--- config.mk ---
export PLATFORM = sky130hd
export DESIGN_NAME = mandel_dispatch_flat
export DESIGN_NICKNAME = d
export VERILOG_FILES = /design/src/rtl/mandel_dispatch_if.sv /design/src/rtl/mandel_dispatch.sv /design/src/flat_wrapper.sv
export SDC_FILE = /design/constraint.sdc
export NUM_CORES = 1
export LEC_CHECK = 0
export BUFFER_PORTS_ARGS = -buffer_cell sky130_fd_sc_hd__clkbuf_2
export CELL_PAD_IN_SITES_DETAIL_PLACEMENT = 0
export CELL_PAD_IN_SITES_GLOBAL_PLACEMENT = 1
export CORE_UTILIZATION = 25
export DETAILED_ROUTE_END_ITERATION = 8
export PLACE_DENSITY_LB_ADDON = 0.1
export SETUP_SLACK_MARGIN = 0.1
export SYNTH_ARGS = -nofsm -noshare
export SYNTH_HDL_FRONTEND = slang
export SYNTH_SLANG_ARGS = --single-unit
--- constraint.sdc ---
create_clock -name clk -period 2.68 [get_ports clk]
set_input_delay 0.134 -clock clk [delete_from_list [all_inputs] [get_ports clk]]
set_output_delay 0.134 -clock clk [all_outputs]
set_load 0.02 [all_outputs]
--- src/rtl/mandel_dispatch_if.sv ---
// ============================================================================
// Module   : mandel_dispatch_if
// Purpose  : Bundles the frame parameters, processor handshake and dispatch outputs.
// Optional : MANDEL_DISPATCH_STATS_EN adds the oStallCycles statistics output.
// Revision : 1.0
// ============================================================================
`default_nettype none

interface mandel_dispatch_if #(
    parameter int NUM_PROC = 4,
    parameter int COORD_W  = 36
);
    logic                iStart;
    logic [COORD_W-1:0]  iXStart;
    logic [COORD_W-1:0]  iYStart;
    logic [COORD_W-1:0]  iStep;
    logic [NUM_PROC-1:0] iProcReady;
    logic [NUM_PROC-1:0] oDataVal;
    logic [COORD_W-1:0]  oCoordX;
    logic [COORD_W-1:0]  oCoordY;
    logic [9:0]          oVGAX;
    logic [8:0]          oVGAY;
    logic                oBusy;
    logic                oDone;
`ifdef MANDEL_DISPATCH_STATS_EN
    logic [23:0]         oStallCycles;
`endif

    modport master (
`ifdef MANDEL_DISPATCH_STATS_EN
        output oStallCycles,
`endif
        input  iStart, iXStart, iYStart, iStep, iProcReady,
        output oDataVal, oCoordX, oCoordY, oVGAX, oVGAY, oBusy, oDone
    );

    modport slave (
`ifdef MANDEL_DISPATCH_STATS_EN
        input  oStallCycles,
`endif
        output iStart, iXStart, iYStart, iStep, iProcReady,
        input  oDataVal, oCoordX, oCoordY, oVGAX, oVGAY, oBusy, oDone
    );
endinterface

`default_nettype wire

--- src/rtl/mandel_dispatch.sv ---
// ============================================================================
// Module   : mandel_dispatch
// Purpose  : Raster scheduler handing fixed-point pixel coordinates to a bank of
//            Mandelbrot processors with round-robin arbitration and ready holdoff.
// Optional : MANDEL_DISPATCH_STATS_EN enables the 24-bit stall-cycle counter.
// Revision : 1.0
// ============================================================================
`default_nettype none

module mandel_dispatch #(
    parameter int NUM_PROC = 4,
    parameter int H_RES    = 640,
    parameter int V_RES    = 480,
    parameter int COORD_W  = 36
) (
    input  wire logic          clk,
    input  wire logic          reset,
    mandel_dispatch_if.master  bus
);
    localparam int PTR_W = (NUM_PROC > 1) ? $clog2(NUM_PROC) : 1;

    localparam logic [1:0] S_IDLE = 2'd0;
    localparam logic [1:0] S_SCAN = 2'd1;
    localparam logic [1:0] S_DONE = 2'd2;

    logic [1:0]          r_state;
    logic [COORD_W-1:0]  r_xstart;
    logic [COORD_W-1:0]  r_step;
    logic [COORD_W-1:0]  r_curx;
    logic [COORD_W-1:0]  r_cury;
    logic [9:0]          r_px;
    logic [8:0]          r_py;
    logic [PTR_W-1:0]    r_rr;
    logic [NUM_PROC-1:0] r_dataval;
    logic [COORD_W-1:0]  r_coordx;
    logic [COORD_W-1:0]  r_coordy;
    logic [9:0]          r_vgax;
    logic [8:0]          r_vgay;
    logic                r_busy;
    logic                r_done;

    logic [NUM_PROC-1:0] w_mask;
    logic [NUM_PROC-1:0] w_elig;
    logic [NUM_PROC-1:0] w_grant_oh;
    logic [PTR_W:0]      w_idx;
    logic [PTR_W-1:0]    w_grant;
    logic [PTR_W-1:0]    w_rr_next;
    logic                w_found;
    logic                w_dispatch;
    logic                w_last;

    assign w_elig = bus.iProcReady & ~w_mask;

    // First eligible processor at or after the round-robin pointer, wrapping.
    always_comb begin
        w_found = 1'b0;
        w_grant = '0;
        w_idx   = '0;
        for (int k = 0; k < NUM_PROC; k++) begin
            w_idx = {1'b0, r_rr} + (PTR_W+1)'(k);
            if (w_idx >= (PTR_W+1)'(NUM_PROC)) begin
                w_idx = w_idx - (PTR_W+1)'(NUM_PROC);
            end
            if (!w_found && w_elig[w_idx[PTR_W-1:0]]) begin
                w_found = 1'b1;
                w_grant = w_idx[PTR_W-1:0];
            end
        end
    end

    assign w_dispatch = (r_state == S_SCAN) && w_found;
    assign w_grant_oh = w_dispatch ? (NUM_PROC'(1) << w_grant) : '0;
    assign w_rr_next  = (w_grant == PTR_W'(NUM_PROC-1)) ? '0 : w_grant + 1'b1;
    assign w_last     = (r_px == 10'(H_RES-1)) && (r_py == 9'(V_RES-1));

    // A processor's ready lags its grant by a cycle, so mask it for two cycles.
    for (genvar gi = 0; gi < NUM_PROC; gi++) begin : g_hold
        logic [1:0] r_cnt;
        always_ff @(posedge clk or negedge reset) begin
            if (!reset) begin
                r_cnt <= '0;
            end else if (w_grant_oh[gi]) begin
                r_cnt <= 2'd2;
            end else if (r_cnt != 2'd0) begin
                r_cnt <= r_cnt - 2'd1;
            end
        end
        assign w_mask[gi] = (r_cnt != 2'd0);
    end

    always_ff @(posedge clk or negedge reset) begin
        if (!reset) begin
            r_state   <= S_IDLE;
            r_xstart  <= '0;
            r_step    <= '0;
            r_curx    <= '0;
            r_cury    <= '0;
            r_px      <= '0;
            r_py      <= '0;
            r_rr      <= '0;
            r_dataval <= '0;
            r_coordx  <= '0;
            r_coordy  <= '0;
            r_vgax    <= '0;
            r_vgay    <= '0;
            r_busy    <= 1'b0;
            r_done    <= 1'b0;
        end else begin
            r_dataval <= w_grant_oh;
            case (r_state)
                S_IDLE: begin
                    r_done <= 1'b0;
                    if (bus.iStart) begin
                        r_xstart <= bus.iXStart;
                        r_step   <= bus.iStep;
                        r_curx   <= bus.iXStart;
                        r_cury   <= bus.iYStart;
                        r_px     <= '0;
                        r_py     <= '0;
                        r_busy   <= 1'b1;
                        r_state  <= S_SCAN;
                    end
                end
                S_SCAN: begin
                    if (w_found) begin
                        r_coordx <= r_curx;
                        r_coordy <= r_cury;
                        r_vgax   <= r_px;
                        r_vgay   <= r_py;
                        r_rr     <= w_rr_next;
                        if (w_last) begin
                            r_state <= S_DONE;
                        end else if (r_px != 10'(H_RES-1)) begin
                            r_px   <= r_px + 10'd1;
                            r_curx <= r_curx + r_step;
                        end else begin
                            r_px   <= '0;
                            r_curx <= r_xstart;
                            r_py   <= r_py + 9'd1;
                            r_cury <= r_cury - r_step;
                        end
                    end
                end
                S_DONE: begin
                    r_done  <= 1'b1;
                    r_busy  <= 1'b0;
                    r_state <= S_IDLE;
                end
                default: r_state <= S_IDLE;
            endcase
        end
    end

`ifdef MANDEL_DISPATCH_STATS_EN
    logic [23:0] r_stall;
    always_ff @(posedge clk or negedge reset) begin
        if (!reset) begin
            r_stall <= '0;
        end else if (r_state == S_IDLE && bus.iStart) begin
            r_stall <= '0;
        end else if (r_state == S_SCAN && !w_found && r_stall != 24'hFF_FFFF) begin
            r_stall <= r_stall + 24'd1;
        end
    end
    assign bus.oStallCycles = r_stall;
`endif

    assign bus.oDataVal = r_dataval;
    assign bus.oCoordX  = r_coordx;
    assign bus.oCoordY  = r_coordy;
    assign bus.oVGAX    = r_vgax;
    assign bus.oVGAY    = r_vgay;
    assign bus.oBusy    = r_busy;
    assign bus.oDone    = r_done;

endmodule

`default_nettype wire

--- src/flat_wrapper.sv ---
// flat-port wrapper written by rule: the top's interface ports become plain ports
module mandel_dispatch_flat 
#(
    parameter int NUM_PROC = 4,
    parameter int H_RES    = 640,
    parameter int V_RES    = 480,
    parameter int COORD_W  = 36
)
  (clk, reset, bus_iStart, bus_iXStart, bus_iYStart, bus_iStep, bus_iProcReady, bus_oDataVal, bus_oCoordX, bus_oCoordY, bus_oVGAX, bus_oVGAY, bus_oBusy, bus_oDone);
  mandel_dispatch_if #(.NUM_PROC(NUM_PROC), .COORD_W(COORD_W)) bus_i ();
  input  wire logic clk;
  input  wire logic reset;
  input wire logic [$bits(bus_i.iStart)-1:0] bus_iStart;
  input wire logic [$bits(bus_i.iXStart)-1:0] bus_iXStart;
  input wire logic [$bits(bus_i.iYStart)-1:0] bus_iYStart;
  input wire logic [$bits(bus_i.iStep)-1:0] bus_iStep;
  input wire logic [$bits(bus_i.iProcReady)-1:0] bus_iProcReady;
  output wire logic [$bits(bus_i.oDataVal)-1:0] bus_oDataVal;
  output wire logic [$bits(bus_i.oCoordX)-1:0] bus_oCoordX;
  output wire logic [$bits(bus_i.oCoordY)-1:0] bus_oCoordY;
  output wire logic [$bits(bus_i.oVGAX)-1:0] bus_oVGAX;
  output wire logic [$bits(bus_i.oVGAY)-1:0] bus_oVGAY;
  output wire logic [$bits(bus_i.oBusy)-1:0] bus_oBusy;
  output wire logic [$bits(bus_i.oDone)-1:0] bus_oDone;
  assign bus_i.iStart = bus_iStart;
  assign bus_i.iXStart = bus_iXStart;
  assign bus_i.iYStart = bus_iYStart;
  assign bus_i.iStep = bus_iStep;
  assign bus_i.iProcReady = bus_iProcReady;
  assign bus_oDataVal = bus_i.oDataVal;
  assign bus_oCoordX = bus_i.oCoordX;
  assign bus_oCoordY = bus_i.oCoordY;
  assign bus_oVGAX = bus_i.oVGAX;
  assign bus_oVGAY = bus_i.oVGAY;
  assign bus_oBusy = bus_i.oBusy;
  assign bus_oDone = bus_i.oDone;
  mandel_dispatch #(.NUM_PROC(NUM_PROC), .H_RES(H_RES), .V_RES(V_RES), .COORD_W(COORD_W)) u_core (.clk(clk), .reset(reset), .bus(bus_i));
endmodule
==> impl_metrics.yaml <==
status:
  status: "finished with violations"
  violations: "DRC, setup timing"
sta:
  worstMarginPinSlew_ns: 0.695
  setup_ws_ns: -0.209
  fin_skew_ns: 0.0158
  rsz0062_at_grt: "yes"
  slew_violations: 0
  slew_headroom: 0.537
  final.min_clock_period_ns: 2.89
  tns_ns: -1.83
  setup_violations: 13
  clock.fmax_mhz: 346
  final_hold_viol_count: 0
  fin_crit_sh: 1.08
logic_synthesis:
  synth_mux_area_frac: 0.0756
  synth_top_family_by_area: "compound AO/OA/AOI/OAI gates"
  yosysMostFrequentCell: "nand2_1"
  synth_fp_nets: 1811
  synthSimpleGateAreaFrac: 0.157
  ys_seq_area_frac: 0.453
  synth-compound-area-share: 0.171
  yosysTopAreaCell: "dfrtp_1"
  synth-edff-count: 0
  ys_top_cells_by_count: "nand2_1 (276), dfrtp_1 (272), nor2_1 (121), a21oi_1 (120), o21ai_0 (116)"
  synth_fa_ha_area_frac: 0.0692
  yosysTopAreaCellShare: 0.453
  synth_area_um2: 15000
  synth_warnings: 0
  synth.area.top_cells: "dfrtp_1 (45%), mux2_2 (6.9%), nand2_1 (6.9%)"
  async_flop_share: 1.00
  synth_area_per_cell_um2: 9.32
  synth_xor_area_frac: 0.0402
  synth_ff_type: "dfrtp_1"
  synth.distinct_cells: 74
  syn_inst: 1614
  synth_seq_cells: 272
power_and_ir_drop:
  pwr-share-comb: 0.483
  powerDensity_nw_per_um2: 897
  p_clk_frac: 0.244
  power_leakage_nw: 10.9
  switching_share: 0.373
  seqPwrFrac: 0.273
  p_int_mw: 12.6
  p_sw_mw: 7.48
  p_total_mw: 20.1
  ir_drop_mv: 0.777
grt:
  antenna_found_initial: 1
  grt_max_degree: 100
  grt_overflow: 0
  grt_pass1_wl_um: 83900
  grt_pass1_vias: 13900
  track_usage: 0.182
finish:
  nets: 2354
  area_growth_pct: 48.9
  drive_gt1_frac: 0.368
  layout.cells.non_filler: 2956
route:
  wl_um: 55800
  vias: 13700
  drt_first_pass_iters: 7
  drt_iter0_markers: 552
  drc_errors: 14
  wl_per_cell_um: 18.9
  via_per_inst: 4.63
  drtAntennaViolNets: 0
run:
  cap_violations: 0
floorplan:
  boundaryPins: 212
  die_w_um: 247
  dieArea_um2: 61100
  rows: 89
  core_um2: 59200
  initial_core_util: 0.254
  die_h_um: 247
clock_network:
  htreeDepth: 2
  cts_root_buf: "clkbuf_16"
  cts-buffers-inserted: 36
  cts.path.max_buffers: 3
  cts.sinks: 272
  clk_pin_slew_ns: 0.06
  cts_tree: "built"
  clk_latency_ns: 0.54
setup_path:
  worstSetupStartpointType: "flip-flop"
  cp_max_fo: 3
  critPathKind: "flip-flop to flip-flop"
  endpoint_kind: "flip-flop"
  cp_data_required_time_ns: 3.10
  cp_data_arrival_time_ns: 3.31
placed_design:
  numPlacedInstances: 2755
  gp_congestion: 0.830
  io_buffers: 211
  preCtsSetupSlack_ns: -0.384
  dp_hpwl_um: 40300
min_path:
  hold_class: "input pin to asynchronous set/reset pin"
-- critical path, stage by stage, from the launching register on --
cell	delay (ns)
dfrtp_1	0.38
inv_2	0.08
ha_4	0.14
inv_2	0.03
fa_2	0.34
a211oi_2	0.21
o21ai_2	0.09
o2111a_2	0.30
o2111ai_2	0.19
nand3_2	0.15
a21o_4	0.25
a311oi_2	0.26
mux2i_1	0.24
nand3_1	0.09
-- through the flow --
stage | hold WS, ns | area, um^2 | utilization
after floorplan | -0.162 | 15100 | -
after global placement | 0.194 | 18700 | 0.316
after detailed placement | 0.196 | 18700 | 0.316
after CTS | 0.135 | 21600 | 0.364
after global routing | 0.187 | 22400 | 0.378
final | 0.175 | 22400 | 0.378
-- kinds of logic (layout without fill, tap and decap cells) --
family	after synthesis	in the layout
other cells	0	1
mux	102	102
compound gates	411	411
simple gates	543	543
flops	272	272
buf+inv	135	703
xor+xnor	69	69
fa+ha+maj	82	82
-- registers in the layout, indices dropped and copies added (netlist names), 10 cells and up --
name / flops
u_core.r_curx: 36
u_core.r_cury: 36
u_core.r_xstart: 36
u_core.bus.oVGAX: 10
u_core.r_step: 36
u_core.r_px: 10
u_core.bus.oCoordX: 36
u_core.bus.oCoordY: 36
-- area by class of cell --
cell class | count | area (um^2)
Clock inverter | 11 | 135
Timing Repair Buffer | 576 | 4320
Sequential cell | 272 | 6820
Tap cell | 773 | 967
Fill cell | 6044 | 36800
Clock buffer | 52 | 1040
Antenna cell | 1 | 2.50
Multi-Input combinational cell | 1207 | 8870
Inverter | 64 | 243
-- layout by cell type (no fill, tap or decap), types with 58 or more instances in the layout --
cell,netlist,routed
a21oi_1,120,97
buf_4,1,220
clkbuf_2,0,210
dfrtp_1,272,262
dlygate4sd3_1,0,110
inv_1,64,58
mux2_2,92,92
nand2_1,276,265
nor2_1,121,118
o21ai_0,116,84
-- layer usage --
layer  global-route usage  routed length (um)  vias to the layer above
met5                    0                   0                        -
met4               0.0410                1010                        0
met3               0.0288                2120                       53
met2                0.288               25300                      231
met1                0.260               27400                     6634
li1                     -                   -                     6771
-- repair_timing --
action,CTS,global route
gates resized for setup,98,150
gates cloned,0,0
hold endpoints to repair,199,0
pin swaps,40,85
setup endpoints to repair,51,64
hold buffers,110,0
setup buffers,8,20
-- power by group through the flow --
stage / combinational [mW] / clock [mW] / sequential (mW)
floorplan: 4.68 / 0 / 5.69
global placement: 8.40 / 0 / 5.48
detailed placement: 8.43 / 0 / 5.49
CTS: 9.08 / 5.10 / 5.47
global route: 10.6 / 5.23 / 5.58
finish: 9.69 / 4.90 / 5.48
-- final timing paths --
kind / endpoint / slack [ns] / start / cells after the start
setup / recovery: u_core.r_cury[30] / -0.21 / u_core.r_cury[0] / 13
hold / removal: u_core.r_cury[4] / 0.18 / reset / 2
setup reg to reg: u_core.r_cury[30] / -0.21 / u_core.r_cury[0] / 13
hold reg to reg: u_core.r_xstart[22] / 0.47 / u_core.r_xstart[22] / 2
max in group asynchronous: u_core.bus.oCoordX[8] / 1.69 / reset / 3
min in group clk: u_core.r_rr[0] / 0.18 / bus_iProcReady[2] / 4
(Power assumes the default switching activity.)
